==> src/rtl/ym_multi_ctrl.sv <==
// ============================================================================
// Module   : ym_multi_ctrl
// Brief    : TurboSound controller for up to 8 AY/YM2149 chips, with beeper,
//            tape-out and covox ports, plus the YM clock divider.
// Revision : 1.0 - initial release
// ============================================================================
`default_nettype none

module ym_multi_ctrl #(
    parameter int NUM_CHIPS = 2,
    parameter int DIV_LO    = 2,
    parameter int DIV_HI    = 4
) (
    input  logic                 cpu_clock,
    input  logic                 reset,
    input  logic [3:0]           addr,
    input  logic                 iorq,
    input  logic                 m1,
    input  logic                 wr,
    input  logic                 rd,
    input  logic [7:0]           d,
    input  logic                 clk_mode,
    output logic                 ym_clock,
    output logic [NUM_CHIPS-1:0] ym_bc1,
    output logic [NUM_CHIPS-1:0] ym_bdir,
    output logic [NUM_CHIPS-1:0] ym_sel,
    output logic                 beeper,
    output logic                 tapeout,
    output logic [7:0]           covox_data,
    output logic                 covox_stb
);

    localparam int             C_DIV_MAX = (DIV_LO > DIV_HI) ? DIV_LO : DIV_HI;
    localparam int             CW        = $clog2(C_DIV_MAX);
    localparam logic [CW-1:0]  C_HLO_M1  = CW'(DIV_LO / 2 - 1);
    localparam logic [CW-1:0]  C_HHI_M1  = CW'(DIV_HI / 2 - 1);
    localparam logic [3:0]     C_NUM     = 4'(NUM_CHIPS);
    localparam logic [NUM_CHIPS-1:0] C_SEL_RST = NUM_CHIPS'(1);

    typedef enum logic [1:0] {
        S_IDLE    = 2'd0,
        S_CYCLE   = 2'd1,
        S_RELEASE = 2'd2
    } state_t;

    // Address bus is {a15, a14, a1, a0}
    logic w_a15, w_a14, w_a1, w_a0;
    logic w_ssg, w_ssg_wr, w_ssg_rd, w_fe_wr, w_cv_wr, w_io_act;
    logic w_sel_cmd, w_sel_ok, w_bc1_cond;
    logic [2:0]           w_sel_idx;
    logic [NUM_CHIPS-1:0] w_idx_oh;

    assign w_a15      = addr[3];
    assign w_a14      = addr[2];
    assign w_a1       = addr[1];
    assign w_a0       = addr[0];
    assign w_ssg      = w_a15 & ~w_a1 & ~iorq & m1;
    assign w_ssg_wr   = w_ssg & ~wr;
    assign w_ssg_rd   = w_ssg & ~rd;
    assign w_fe_wr    = ~iorq & ~wr & ~w_a0;
    assign w_cv_wr    = ~iorq & ~wr & w_a0 & w_a1 & ~w_a15;
    assign w_io_act   = ~iorq & m1;
    assign w_bc1_cond = w_a14 & (w_ssg_wr | w_ssg_rd);
    assign w_sel_cmd  = w_ssg_wr & w_a14 & (d[7:3] == 5'b11111);
    assign w_sel_idx  = ~d[2:0];
    assign w_sel_ok   = ({1'b0, w_sel_idx} < C_NUM);

    for (genvar g = 0; g < NUM_CHIPS; g++) begin : g_sel_oh
        assign w_idx_oh[g] = (w_sel_idx == 3'(g));
    end

    // ---------------- bus-cycle detector ----------------
    state_t state_q, state_d;
    logic   w_strobe, w_active;

    always_comb begin
        state_d  = state_q;
        w_strobe = 1'b0;
        w_active = 1'b0;
        case (state_q)
            S_IDLE: begin
                if (w_io_act) begin
                    w_strobe = 1'b1;
                    w_active = 1'b1;
                    state_d  = S_CYCLE;
                end
            end
            S_CYCLE: begin
                if (w_io_act) w_active = 1'b1;
                else          state_d  = S_IDLE;
            end
            S_RELEASE: begin
                if (!w_io_act) state_d = S_IDLE;
            end
            default: state_d = S_IDLE;
        endcase
    end

    // ---------------- datapath ----------------
    logic [NUM_CHIPS-1:0] sel_q, sel_d, bdir_q, bdir_d, bc1_q, bc1_d;
    logic                 beeper_q, beeper_d, tape_q, tape_d, cv_stb_q, cv_stb_d;
    logic [7:0]           cv_data_q, cv_data_d;

    always_comb begin
        sel_d     = sel_q;
        bdir_d    = '0;
        bc1_d     = '0;
        beeper_d  = beeper_q;
        tape_d    = tape_q;
        cv_data_d = cv_data_q;
        cv_stb_d  = 1'b0;
        if (w_strobe && w_sel_cmd && w_sel_ok) sel_d = w_idx_oh;
        // Select commands are swallowed here so no chip ever latches them
        if (w_active && !w_sel_cmd) begin
            if (w_ssg_wr)   bdir_d = sel_q;
            if (w_bc1_cond) bc1_d  = sel_q;
        end
        if (w_strobe && w_fe_wr) begin
            beeper_d = d[4];
            tape_d   = d[3];
        end
        if (w_strobe && w_cv_wr) begin
            cv_data_d = d;
            cv_stb_d  = 1'b1;
        end
    end

    // ---------------- YM clock divider ----------------
    logic [CW-1:0] cnt_q, cnt_d;
    logic          ymclk_q, ymclk_d, mode_q, mode_d;
    logic [CW-1:0] w_half_m1;

    assign w_half_m1 = mode_q ? C_HHI_M1 : C_HLO_M1;

    // The ratio is only re-sampled on a rising edge so every phase is whole
    always_comb begin
        cnt_d   = cnt_q + CW'(1);
        ymclk_d = ymclk_q;
        mode_d  = mode_q;
        if (cnt_q == w_half_m1) begin
            cnt_d   = '0;
            ymclk_d = ~ymclk_q;
            if (!ymclk_q) mode_d = clk_mode;
        end
    end

    always_ff @(posedge cpu_clock or negedge reset) begin
        if (!reset) begin
            state_q   <= S_RELEASE;
            sel_q     <= C_SEL_RST;
            bdir_q    <= '0;
            bc1_q     <= '0;
            beeper_q  <= 1'b0;
            tape_q    <= 1'b0;
            cv_data_q <= 8'h00;
            cv_stb_q  <= 1'b0;
            cnt_q     <= '0;
            ymclk_q   <= 1'b0;
            mode_q    <= 1'b0;
        end else begin
            state_q   <= state_d;
            sel_q     <= sel_d;
            bdir_q    <= bdir_d;
            bc1_q     <= bc1_d;
            beeper_q  <= beeper_d;
            tape_q    <= tape_d;
            cv_data_q <= cv_data_d;
            cv_stb_q  <= cv_stb_d;
            cnt_q     <= cnt_d;
            ymclk_q   <= ymclk_d;
            mode_q    <= mode_d;
        end
    end

    assign ym_clock   = ymclk_q;
    assign ym_bc1     = bc1_q;
    assign ym_bdir    = bdir_q;
    assign ym_sel     = sel_q;
    assign beeper     = beeper_q;
    assign tapeout    = tape_q;
    assign covox_data = cv_data_q;
    assign covox_stb  = cv_stb_q;

endmodule

`default_nettype wire

==> config.mk <==
export PLATFORM = sky130hd
export DESIGN_NAME = ym_multi_ctrl
export DESIGN_NICKNAME = d
export VERILOG_FILES = /design/src/rtl/ym_multi_ctrl.sv
export SDC_FILE = /design/constraint.sdc
export NUM_CORES = 1
export LEC_CHECK = 0
export CAP_MARGIN = 30
export CORE_MARGIN = 4
export CORE_UTILIZATION = 30
export DETAILED_ROUTE_END_ITERATION = 16
export PLACE_DENSITY = 0.67
export SETUP_SLACK_MARGIN = 0.2
export SYNTH_ARGS = -nofsm -noshare
export SYNTH_HDL_FRONTEND = slang
export SYNTH_SLANG_ARGS = --single-unit
==> constraint.sdc <==
create_clock -name cpu_clock -period 2.45 [get_ports cpu_clock]
set_input_delay 0.49 -clock cpu_clock [delete_from_list [all_inputs] [get_ports cpu_clock]]
set_output_delay 0.49 -clock cpu_clock [all_outputs]
set_load 0.02 [all_outputs]
After elaboration in Yosys (flattened, before gate mapping)
Cells that the tools add are included.
{ "op_classes": {"n_lt_le_gt_ge": 1, "muxes": 13, "n_reduce_logical": 12, "n_addsub": 1, "eq_ne": 7, "n_bitwise": 23} }
{ "op_table": {"columns": ["op", "n"], "rows": [
  ["$and 1x1->1", 14],
  ["$mux 2", 7],
  ["$not 1->1", 7],
  ["$eq 5x5->1 const B", 1],
  ["$logic_and 1x1->1", 5],
  ["$mux 1", 5],
  ["$ne 2x2->1 const B", 2],
  ["$pmux 2 s2", 1],
  ["$reduce_and 2->1", 2],
  ["$reduce_or 2->1", 2],
  ["$eq 3x1->1 const B", 1],
  ["$logic_not 3->1", 1],
  ["$lt 3x2->1 const B", 1],
  ["$not 3->3", 1],
  ["$add 2x1->2 const B", 1],
  ["$eq 2x1->1", 1],
  ["$eq 2x1->1 const B", 1],
  ["$eq 2x2->1 const B", 1],
  ["$logic_not 2->1", 1],
  ["$logic_not 1->1", 1],
  ["$or 1x1->1", 1]
]} }
{ "word_totals": {"regBits": 23, "wordCells": 68, "output_inout_bits": 18, "input_bits": 19} }

Logic depth before layout (Yosys ltp)
Gate-level depths: netlist (run 1).
{ "logic_depth": {"word_depth": 10, "depth_mapped": 5, "ltp_nobuf": 5} }

Worst setup path after synthesis (run 1)
Ideal clock, no wire load.
{ "synth_timing": {"path_kind": "flip-flop to flip-flop", "from": "register state_q[0]", "to": "register cv_data_q[0], in the netlist covox_data[0]", "setup_time_ns": 0.125, "path_buffers": 0, "required_time_ns": 2.325, "setup_slack_ns": 0.764, "arrival_time_ns": 1.561, "synth_period_minus_slack_ns": 1.686, "stages_incl_launch_ff": 6, "cell_sequence": "dfrtp_1 -> inv_1 -> ha_1 -> nand4bb_4 -> nor3_4 -> mux2_2"} }
{ "synth_via": {"elab_chain_len": 3} }
{ "synth_lines": {"columns": ["item", "line", "source"], "rows": [
  ["start: declaration", "73", "state_t state_q, state_d;"],
  ["start signal: assignment", "161", "state_q <= state_d;"],
  ["$logic_not 2->1", "80", "case (state_q)"],
  ["$mux 1", "80", null],
  ["$logic_and 1x1->1", "122", "if (w_strobe && w_cv_wr) begin"],
  ["end signal: assignment", "167", "cv_data_q <= cv_data_d;"],
  ["end: declaration", "102", "logic [7:0] cv_data_q, cv_data_d;"]
]} }
Every way passes these cells.
A chain may end at the register's enable or synchronous reset.

Final worst setup path (run 1)
{ "layout_timing": {"from": "register sel_q[0], in the netlist ym_sel[0]", "to": "output port ym_sel[0]"} }
{ "layout_lines": {"columns": ["item", "line", "source"], "rows": [
  ["start: declaration", "100", "logic [NUM_CHIPS-1:0] sel_q, sel_d, bdir_q, bdir_d, bc1_q, bc1_d;"],
  ["start signal: assignment", "162", "sel_q <= sel_d;"],
  ["end: declaration", "26", "output logic [NUM_CHIPS-1:0] ym_sel,"]
]} }
No word-level cell between the ends.

==> flow_summary.ini, run 1 <==
[final_layout]
layout-drive-gt1-share_pct = 19.0
syn_to_final_growth_pct = 45.4
num_antenna_cells = 0
nFillCells = 321
fin_nets = 138

[route]
routed_wl_mm = 2.20
drt-initial-drc-count = 11
wl_per_cell_um = 13.8
first_pass_iters = 4
drc = 0
via_per_inst = 4.63
antenna_left = 0
vias = 741

[place]
dpl.hpwl_mm = 1.82
portBuffers = 36
dp_slack_ns = 0.205
routabilityCongestion = 0.696

[sta]
rsz0062_at_grt = false
whs_ns = 0.504
drv_slew = 0
period_share_pct = 80.3
setup_ws_ns = 0.482
max_freq_mhz = 508
slew-limit-headroom_pct = 58.7
fin_setup_tns_ns = 0
finClkSkew_ns = 0.00263
finalHoldViolCount = 0
min_period_ns = 1.97
tightest_slew_ns = 0.617
setup_viol_count_final = 0

[cts]
worst_skew_pair.late_latency_ns = 0.30
cts-buffers-inserted = 3
ctsHtreeMaxLevel = 1
ctsHoldBuffers = 0
post_cts_buffers = 0
cts_buffer_depth = 2
root_buffer = clkbuf_4
tritoncts = built
ctsResizeCount = 0
clk_pin_slew_worst_paths_ns = 0.12
cts.sinks = 23

[synth]
synth_compound_area_share_pct = 5.17
netlist_instances = 75
syn_avg_cell_area_um2 = 13.2
yosys-top-cells-area = dfrtp_1 53%, mux2_2 14%, dfstp_2 5.3%
synth_xor_area_share_pct = 1.77
syn_area_um2 = 992
synthDistinctLibCells = 23
synth_top_family_by_area = multiplexers
synth-warning-count = 0
synthAdderAreaFrac_pct = 2.52
async_flop_share_pct = 100
seq_area_frac_synth_pct = 58.3
muxShareOfSynthArea_pct = 15.6
synth_edf_count = 0
ys_top_cells_by_count = 21 x dfrtp_1, 12 x mux2_2, 8 x nor2_1, 5 x nand2_1, 3 x inv_1
synth_seq_cells = 23
yosysMostFrequentCell = dfrtp_1
yosys.area.top_type = dfrtp_1
yosysTopAreaCellShare_pct = 53.0
synth_fp_nets = 96
synth_top_flop_cell = dfrtp_1
synth_simple_gate_area_share_pct = 15.5

[floorplanning]
die_w_um = 65.5
die_h_um = 65.5
initial_core_util_pct = 32.0
num_rows = 20
pin_count = 37
die_area_um2 = 4290
fp.coreArea_um2 = 3100

[power]
ir_drop_uv = 442
cellPowerDensity_nw_per_um2 = 795
leakagePower_uw = 0.000600
total_power_uw = 1150

[global_route]
grtUsageTotal_pct = 12.1
grt_max_degree = 16
antenna_found_initial = 0
first_global_vias = 882
grt_pass1_wl_mm = 3.98
grt_overflow = 0

[flow_run]
cap_violations = 0

[setup_path]
path_buf_inv = 1
cp_cell_sequence = clkdlybuf4s50_1
cp-end-kind = output pin
crit_type = reg2out
cp.required_ns = 1.96
critPathMaxFanout = 3
start_kind = flip-flop
slowest_delay_ns = 0.61
cp.arrival_ns = 1.48
critical-path-top-delay-family = buffers and inverters
slowest_stage = clkdlybuf4s50_1

[worst_hold_path]
hold_class = reg2reg

[outcome]
status = completed
registers in the layout, indices dropped and copies added (netlist names):
name and count:
beeper 1, cnt_q 2, covox_data 8, covox_stb 1, mode_q 1, state_q 2
tapeout 1, ym_bc1 2, ym_bdir 2, ym_clock 1, ym_sel 2
placed cells by master (no fill, tap or decap):
| cell | instances |
|---|---|
| nand2b_1 | 1 |
| o31ai_1 | 1 |
| nand4_1 | 1 |
| nor2_1 | 8 |
| clkdlybuf4s50_1 | 36 |
| dfrtp_1 | 21 |
| clkinv_2 | 1 |
| buf_4 | 1 |
| clkbuf_4 | 3 |
| mux2i_1 | 2 |
| nand4bb_4 | 1 |
| nor4_2 | 1 |
| mux2_2 | 12 |
| o311ai_0 | 1 |
| nor3_4 | 1 |
| nand2_1 | 5 |
| inv_1 | 3 |
| nor4bb_1 | 1 |
| ha_1 | 2 |
| o211ai_1 | 2 |
| nand4b_1 | 1 |
| dfstp_2 | 2 |
| a21oi_1 | 2 |
| nor3_1 | 2 |
| nand3b_1 | 1 |
| o21ai_0 | 2 |
| xor2_1 | 2 |
per-stage QoR:
| step | cell area [um^2] | utilization, % | instances |
|---|---|---|---|
| 2_1_floorplan | 992 | - | 75 |
| 6_report | 1440 | 46.5 | 160 |
| 3_3_place_gp | 1420 | 45.6 | 156 |
| 5_1_grt | 1440 | 46.5 | 160 |
| 4_1_cts | 1440 | 46.5 | 160 |
| 3_5_place_dp | 1420 | 45.6 | 156 |
final timing paths:
kind                                         from                        end  slack (ns)  cells past startpoint
max                         ym_sel[0]$_DFFE_PN1P_                  ym_sel[0]        0.48                      1
min                            cnt_q[0]$_DFF_PN0_         cnt_q[0]$_DFF_PN0_        0.50                      1
max reg2reg                state_q[0]$_DFFE_PN0P_  covox_data[1]$_DFFE_PN0P_        0.56                      5
min reg2reg                    cnt_q[0]$_DFF_PN0_         cnt_q[0]$_DFF_PN0_        0.50                      1
max in group asynchronous                   reset  covox_data[2]$_DFFE_PN0P_        1.33                      2
min in group asynchronous                   reset  covox_data[0]$_DFFE_PN0P_        0.55                      1
final cells by class:
class | instances | area, um^2 | share of cell area (%)
well taps | 44 | 55.1 | 3.82
multi-input cells | 49 | 403 | 27.9
clock inverters | 1 | 5.00 | 0.347
inverters | 3 | 11.3 | 0.781
repair buffers | 37 | 368 | 25.5
clock buffers | 3 | 22.5 | 1.56
flip-flops and latches | 23 | 578 | 40.1
where the power goes:
group	internal, uW	switching [uW]	total (uW)
registers	468	66.7	535
logic	232	209	441
clock network	60.9	111	172
total	761	387	1150
cell families after synthesis:
logic type | after synthesis
adders and majority gates | 2
muxes | 14
and+or+nand+nor | 23
DFF | 23
buffers and inverters | 3
AOI/OAI and AO/OA | 8
xor gates and xnor gates | 2
layer usage:
layer	routed length [um]	part of all wire, %	global-route usage, %
met5	0	0	0
met3	171	7.8	4.10
met1	860	39	13.2
met2	1150	52	21.5
met4	19	0.86	4.66
Power figures use the tool's default switching activity.
==> run 2, diff against run 1 <==
Settings changed: PLACE_DENSITY 0.67 to 0.69.
Clock period 2.45 ns to 1.7 ns, I/O delays scaled along.
==> flow_summary.ini, run 2 (synthesis results as in run 1) <==
[place]
portBuffers = 36
dpl.hpwl_mm = 1.85
place_inst = 164
routabilityCongestion = 0.780
dp_slack_ns = -0.204

[route]
drc = 0
antenna_left = 0
first_pass_iters = 4
wl_per_cell_um = 13.9
via_per_inst = 4.56
vias = 794
drt-initial-drc-count = 59
routed_wl_mm = 2.43

[power]
total_power_uw = 1710
cellPowerDensity_nw_per_um2 = 1050
leakagePower_uw = 0.000762
ir_drop_uv = 377

[cts]
cts_buffer_depth = 2
ctsHtreeMaxLevel = 1
cts-buffers-inserted = 3
clk_pin_slew_worst_paths_ns = 0.12
tritoncts = built
worst_skew_pair.late_latency_ns = 0.30
cts.sinks = 23
root_buffer = clkbuf_4

[sta]
period_share_pct = 92.6
slew-limit-headroom_pct = 80.7
drv_slew = 0
min_period_ns = 1.57
max_freq_mhz = 636
fin_setup_tns_ns = 0
setup_ws_ns = 0.127
setup_viol_count_final = 0
whs_ns = 0.383
finalHoldViolCount = 0
tightest_slew_ns = 0.285
finClkSkew_ns = 0.00530
rsz0062_at_grt = true

[setup_path]
reg2reg_slack_ns = 0.13
cp_cell_sequence = clkdlybuf4s50_1 -> nand2_1 -> nor3_4 -> clkbuf_16 -> mux2_4
crit_type = in2reg
cp.required_ns = 1.90
r2r_cells = 6
critical-path-top-delay-family = buffers and inverters
cp.arrival_ns = 1.77
r2r_end = covox_data[6]$_DFFE_PN0P_
slowest_delay_ns = 0.54
rr_startpoint = state_q[0]$_DFFE_PN0P_
critPathMaxFanout = 4
path_buf_inv = 2
cp-end-kind = flip-flop
start_kind = primary input
slowest_stage = clkdlybuf4s50_1

[floorplanning]
die_h_um = 65.5
die_area_um2 = 4290
pin_count = 37
num_rows = 20
initial_core_util_pct = 32.0
fp.coreArea_um2 = 3100
die_w_um = 65.5

[global_route]
grt_overflow = 0
antenna_found_initial = 0
grtUsageTotal_pct = 11.9
grt-busiest-layer = met2
first_global_vias = 847
grtUsageMet2_pct = 19.1
grt_use_met3_pct = 2.74
gr-usage-met1_pct = 15.2
grt_max_degree = 24
grt_pass1_wl_mm = 3.88

[final_layout]
fin_cells = 174
final_cell_mix = 21 x dfrtp_1, 18 x clkdlybuf4s50_1, 17 x dlygate4sd2_1
fin_nets = 152
syn_to_final_growth_pct = 64.1
mostFrequentLayoutCell = dfrtp_1
layout-drive-gt1-share_pct = 33.8
largest_reg_flops = 8
num_antenna_cells = 0

[worst_hold_path]
hold_class = in2async

[outcome]
status = completed

[flow_run]
cap_violations = 0
## run 2: worst max path at each step
stage	endpoint	cells past startpoint	start	slack, ns
floorplan	covox_data[0]$_DFFE_PN0P_	5	state_q[0]$_DFFE_PN0P_	0.07
global placement	covox_data[6]$_DFFE_PN0P_	5	wr	-0.17
detailed placement	covox_data[2]$_DFFE_PN0P_	5	wr	-0.20
CTS	covox_data[2]$_DFFE_PN0P_	6	state_q[0]$_DFFE_PN0P_	0.11
global route	covox_data[1]$_DFFE_PN0P_	6	state_q[0]$_DFFE_PN0P_	0.08
finish	covox_data[6]$_DFFE_PN0P_	5	addr[1]	0.13
## run 2: repair_timing
item / CTS / global route
setup endpoints to repair: 30 / 17
cloned: 1 / 0
hold buffers: 0 / 0
gates resized for setup: 30 / 7
pin swaps: 3 / 0
buffers inserted: 4 / 1
## run 2: cell type report
| type | instances | area, um^2 |
|---|---|---|
| multi-input cells | 49 | 479 |
| inverters | 3 | 11.3 |
| clock buffers | 3 | 22.5 |
| fillers | 303 | 1480 |
| repair buffers | 51 | 477 |
| flip-flops and latches | 23 | 578 |
| clock inverters | 1 | 5.00 |
| well taps | 44 | 55.1 |
## run 2: worst register-to-register path, cell delays in order (launching register included)
cell	delay (ns)
dfrtp_1	0.41
inv_2	0.07
ha_4	0.13
nand4bb_4	0.13
nor3_4	0.24
clkbuf_16	0.20
mux2_4	0.29
## run 2: metal layers
| layer | wire, um | vias up |
|---|---|---|
| li1 | - | 376 |
| met1 | 1100 | 388 |
| met2 | 1160 | 28 |
| met3 | 131 | 2 |
| met4 | 36 | 0 |
| met5 | 0 | - |
## run 2: through the flow
stage	cell area, um^2	util [%]
after global placement	1500	48.5
after CTS	1610	51.8
final	1630	52.5
after detailed placement	1500	48.5
after global routing	1630	52.5
after floorplan	1010	-
## run 2: power by group
part	total, uW	switching [uW]	leakage, uW	internal, uW
logic	693	326	0.000457	367
clock network	245	158	0.0000177	87.7
registers	770	95.7	0.000288	675
total	1710	580	0.000762	1130
==> run 3, diff against run 2 <==
Settings changed: PLACE_DENSITY 0.69 to 0.61.
==> flow_summary.ini, run 3 (synthesis results as in run 1) <==
[outcome]
status = completed

[setup_path]
path_buf_inv = 2
critical-path-top-delay-family = flip-flops
crit_cells = 6
r2r_cells = 6
crit_type = reg2reg
start_kind = flip-flop
slowest_delay_ns = 0.39
critPathMaxFanout = 5
cp_cell_sequence = inv_2 -> ha_4 -> nand4bb_4 -> nor3_4 -> buf_6 -> mux2_2
cp.required_ns = 1.89
slowest_stage = dfstp_2
cp.arrival_ns = 1.69
cp-end-kind = flip-flop

[route]
antenna_left = 0
wl_per_cell_um = 13.2
routed_wl_mm = 2.29
drt-initial-drc-count = 29
drc = 0
via_per_inst = 4.51
vias = 781
first_pass_iters = 4

[final_layout]
mostFrequentLayoutCell = dfrtp_1
seq_area_um2 = 578
fin_nets = 151
syn_to_final_growth_pct = 56.7
multi_input_area_um2 = 437
final_cell_mix = 21 x dfrtp_1, 18 x clkdlybuf4s50_1, 17 x dlygate4sd2_1
layout-drive-gt1-share_pct = 31.0
num_antenna_cells = 0
design_area_um2 = 1560
nFillCells = 304
largest_reg_flops = 8
fin_cells = 173

[global_route]
first_global_vias = 834
grt_overflow = 0
grt_max_degree = 24
grtUsageTotal_pct = 11.5
grt_pass1_wl_mm = 3.77
antenna_found_initial = 0

[cts]
cts_buffer_depth = 2
cts-buffers-inserted = 3
root_buffer = clkbuf_4
ctsHtreeMaxLevel = 1
worst_skew_pair.late_latency_ns = 0.30
cts.sinks = 23
clk_pin_slew_worst_paths_ns = 0.12
ctsHoldBuffers = 0
tritoncts = built

[floorplanning]
die_area_um2 = 4290
fp.coreArea_um2 = 3100
die_w_um = 65.5
pin_count = 37
num_rows = 20
initial_core_util_pct = 32.0
die_h_um = 65.5

[power]
switchingPower_uw = 553
swShare_pct = 33.5
cellPowerDensity_nw_per_um2 = 1060
leakagePower_uw = 0.000730
ir_drop_uv = 390
p_comb_share_pct = 39.2
power.clock.fraction_pct = 14.5
internal_power_uw = 1100
power_frac_seq_pct = 46.3

[sta]
fin_setup_tns_ns = 0
tightest_slew_ns = 0.309
finClkSkew_ns = 0.00985
slew-limit-headroom_pct = 79.1
setup_ws_ns = 0.204
drv_slew = 0
setup_viol_count_final = 0
max_freq_mhz = 668
min_period_ns = 1.50
rsz0062_at_grt = true
period_share_pct = 88.0
whs_ns = 0.375
finalHoldViolCount = 0

[place]
routabilityCongestion = 0.798
dpl.hpwl_mm = 1.84
portBuffers = 36
place_inst = 166
place_area_um2 = 1510
dp_slack_ns = -0.176

[worst_hold_path]
hold_class = in2async

[flow_run]
cap_violations = 0
## run 3: changes by cell type in the layout (fill, tap and decap cells not counted), sizes merged
cell    delta
clkbuf     -1
## run 3: final timing paths
kind                            slack, ns                         to                   start
worst max-delay path                 0.20  covox_data[5]$_DFFE_PN0P_  state_q[1]$_DFFE_PN1P_
worst min-delay path                 0.37       ym_bdir[0]$_DFF_PN0_                   reset
worst max register to register       0.20  covox_data[5]$_DFFE_PN0P_  state_q[1]$_DFFE_PN1P_
worst min register to register       0.51         cnt_q[0]$_DFF_PN0_      cnt_q[0]$_DFF_PN0_
max in group asynchronous            1.05      ym_sel[0]$_DFFE_PN1P_                   reset
min in group cpu_clock               0.51         cnt_q[0]$_DFF_PN0_      cnt_q[0]$_DFF_PN0_
## run 3: worst reg2reg max path, cell delays in order (launching register included)
cell	delay, ns
dfstp_2	0.39
inv_2	0.07
ha_4	0.15
nand4bb_4	0.14
nor3_4	0.18
buf_6	0.14
mux2_2	0.32
## run 3: final cells by class
type | instances | area share (%)
Tap cell | 44 | 3.54
Multi-Input combinational cell | 49 | 28.1
Clock buffer | 3 | 1.45
Timing Repair Buffer | 50 | 28.7
Inverter | 3 | 0.724
Sequential cell | 23 | 37.2
Clock inverter | 1 | 0.322
## run 3: what timing repair did
action	in CTS	in global routing
endpoints found under the setup margin	30	17
gates resized for setup	24	4
buffers inserted	3	0
pin swaps	2	0
## run 3: power by group through the flow
stage | sequential, uW | combinational (uW) | clock [uW]
3_5_place_dp | 786 | 682 | 0
4_1_cts | 768 | 659 | 257
5_1_grt | 792 | 710 | 270
3_3_place_gp | 782 | 661 | 0
2_1_floorplan | 880 | 264 | 0
6_report | 766 | 648 | 239
## run 3: per-stage QoR
step	utilization, %	total power, uW
after detailed placement	48.5	1470
after CTS	50.0	1680
final	50.1	1650
after global placement	48.5	1440
after floorplan	-	1140
after global routing	50.1	1770
## run 3: routing by layer
metal	global-route usage (%)	share of wire, %	routed length [um]	vias up
li1	-	-	-	375
met1	13.4	44	1010	381
met2	20.0	48	1100	23
met3	4.10	7.1	162	2
met4	3.11	0.39	9	0
met5	0	0	0	-
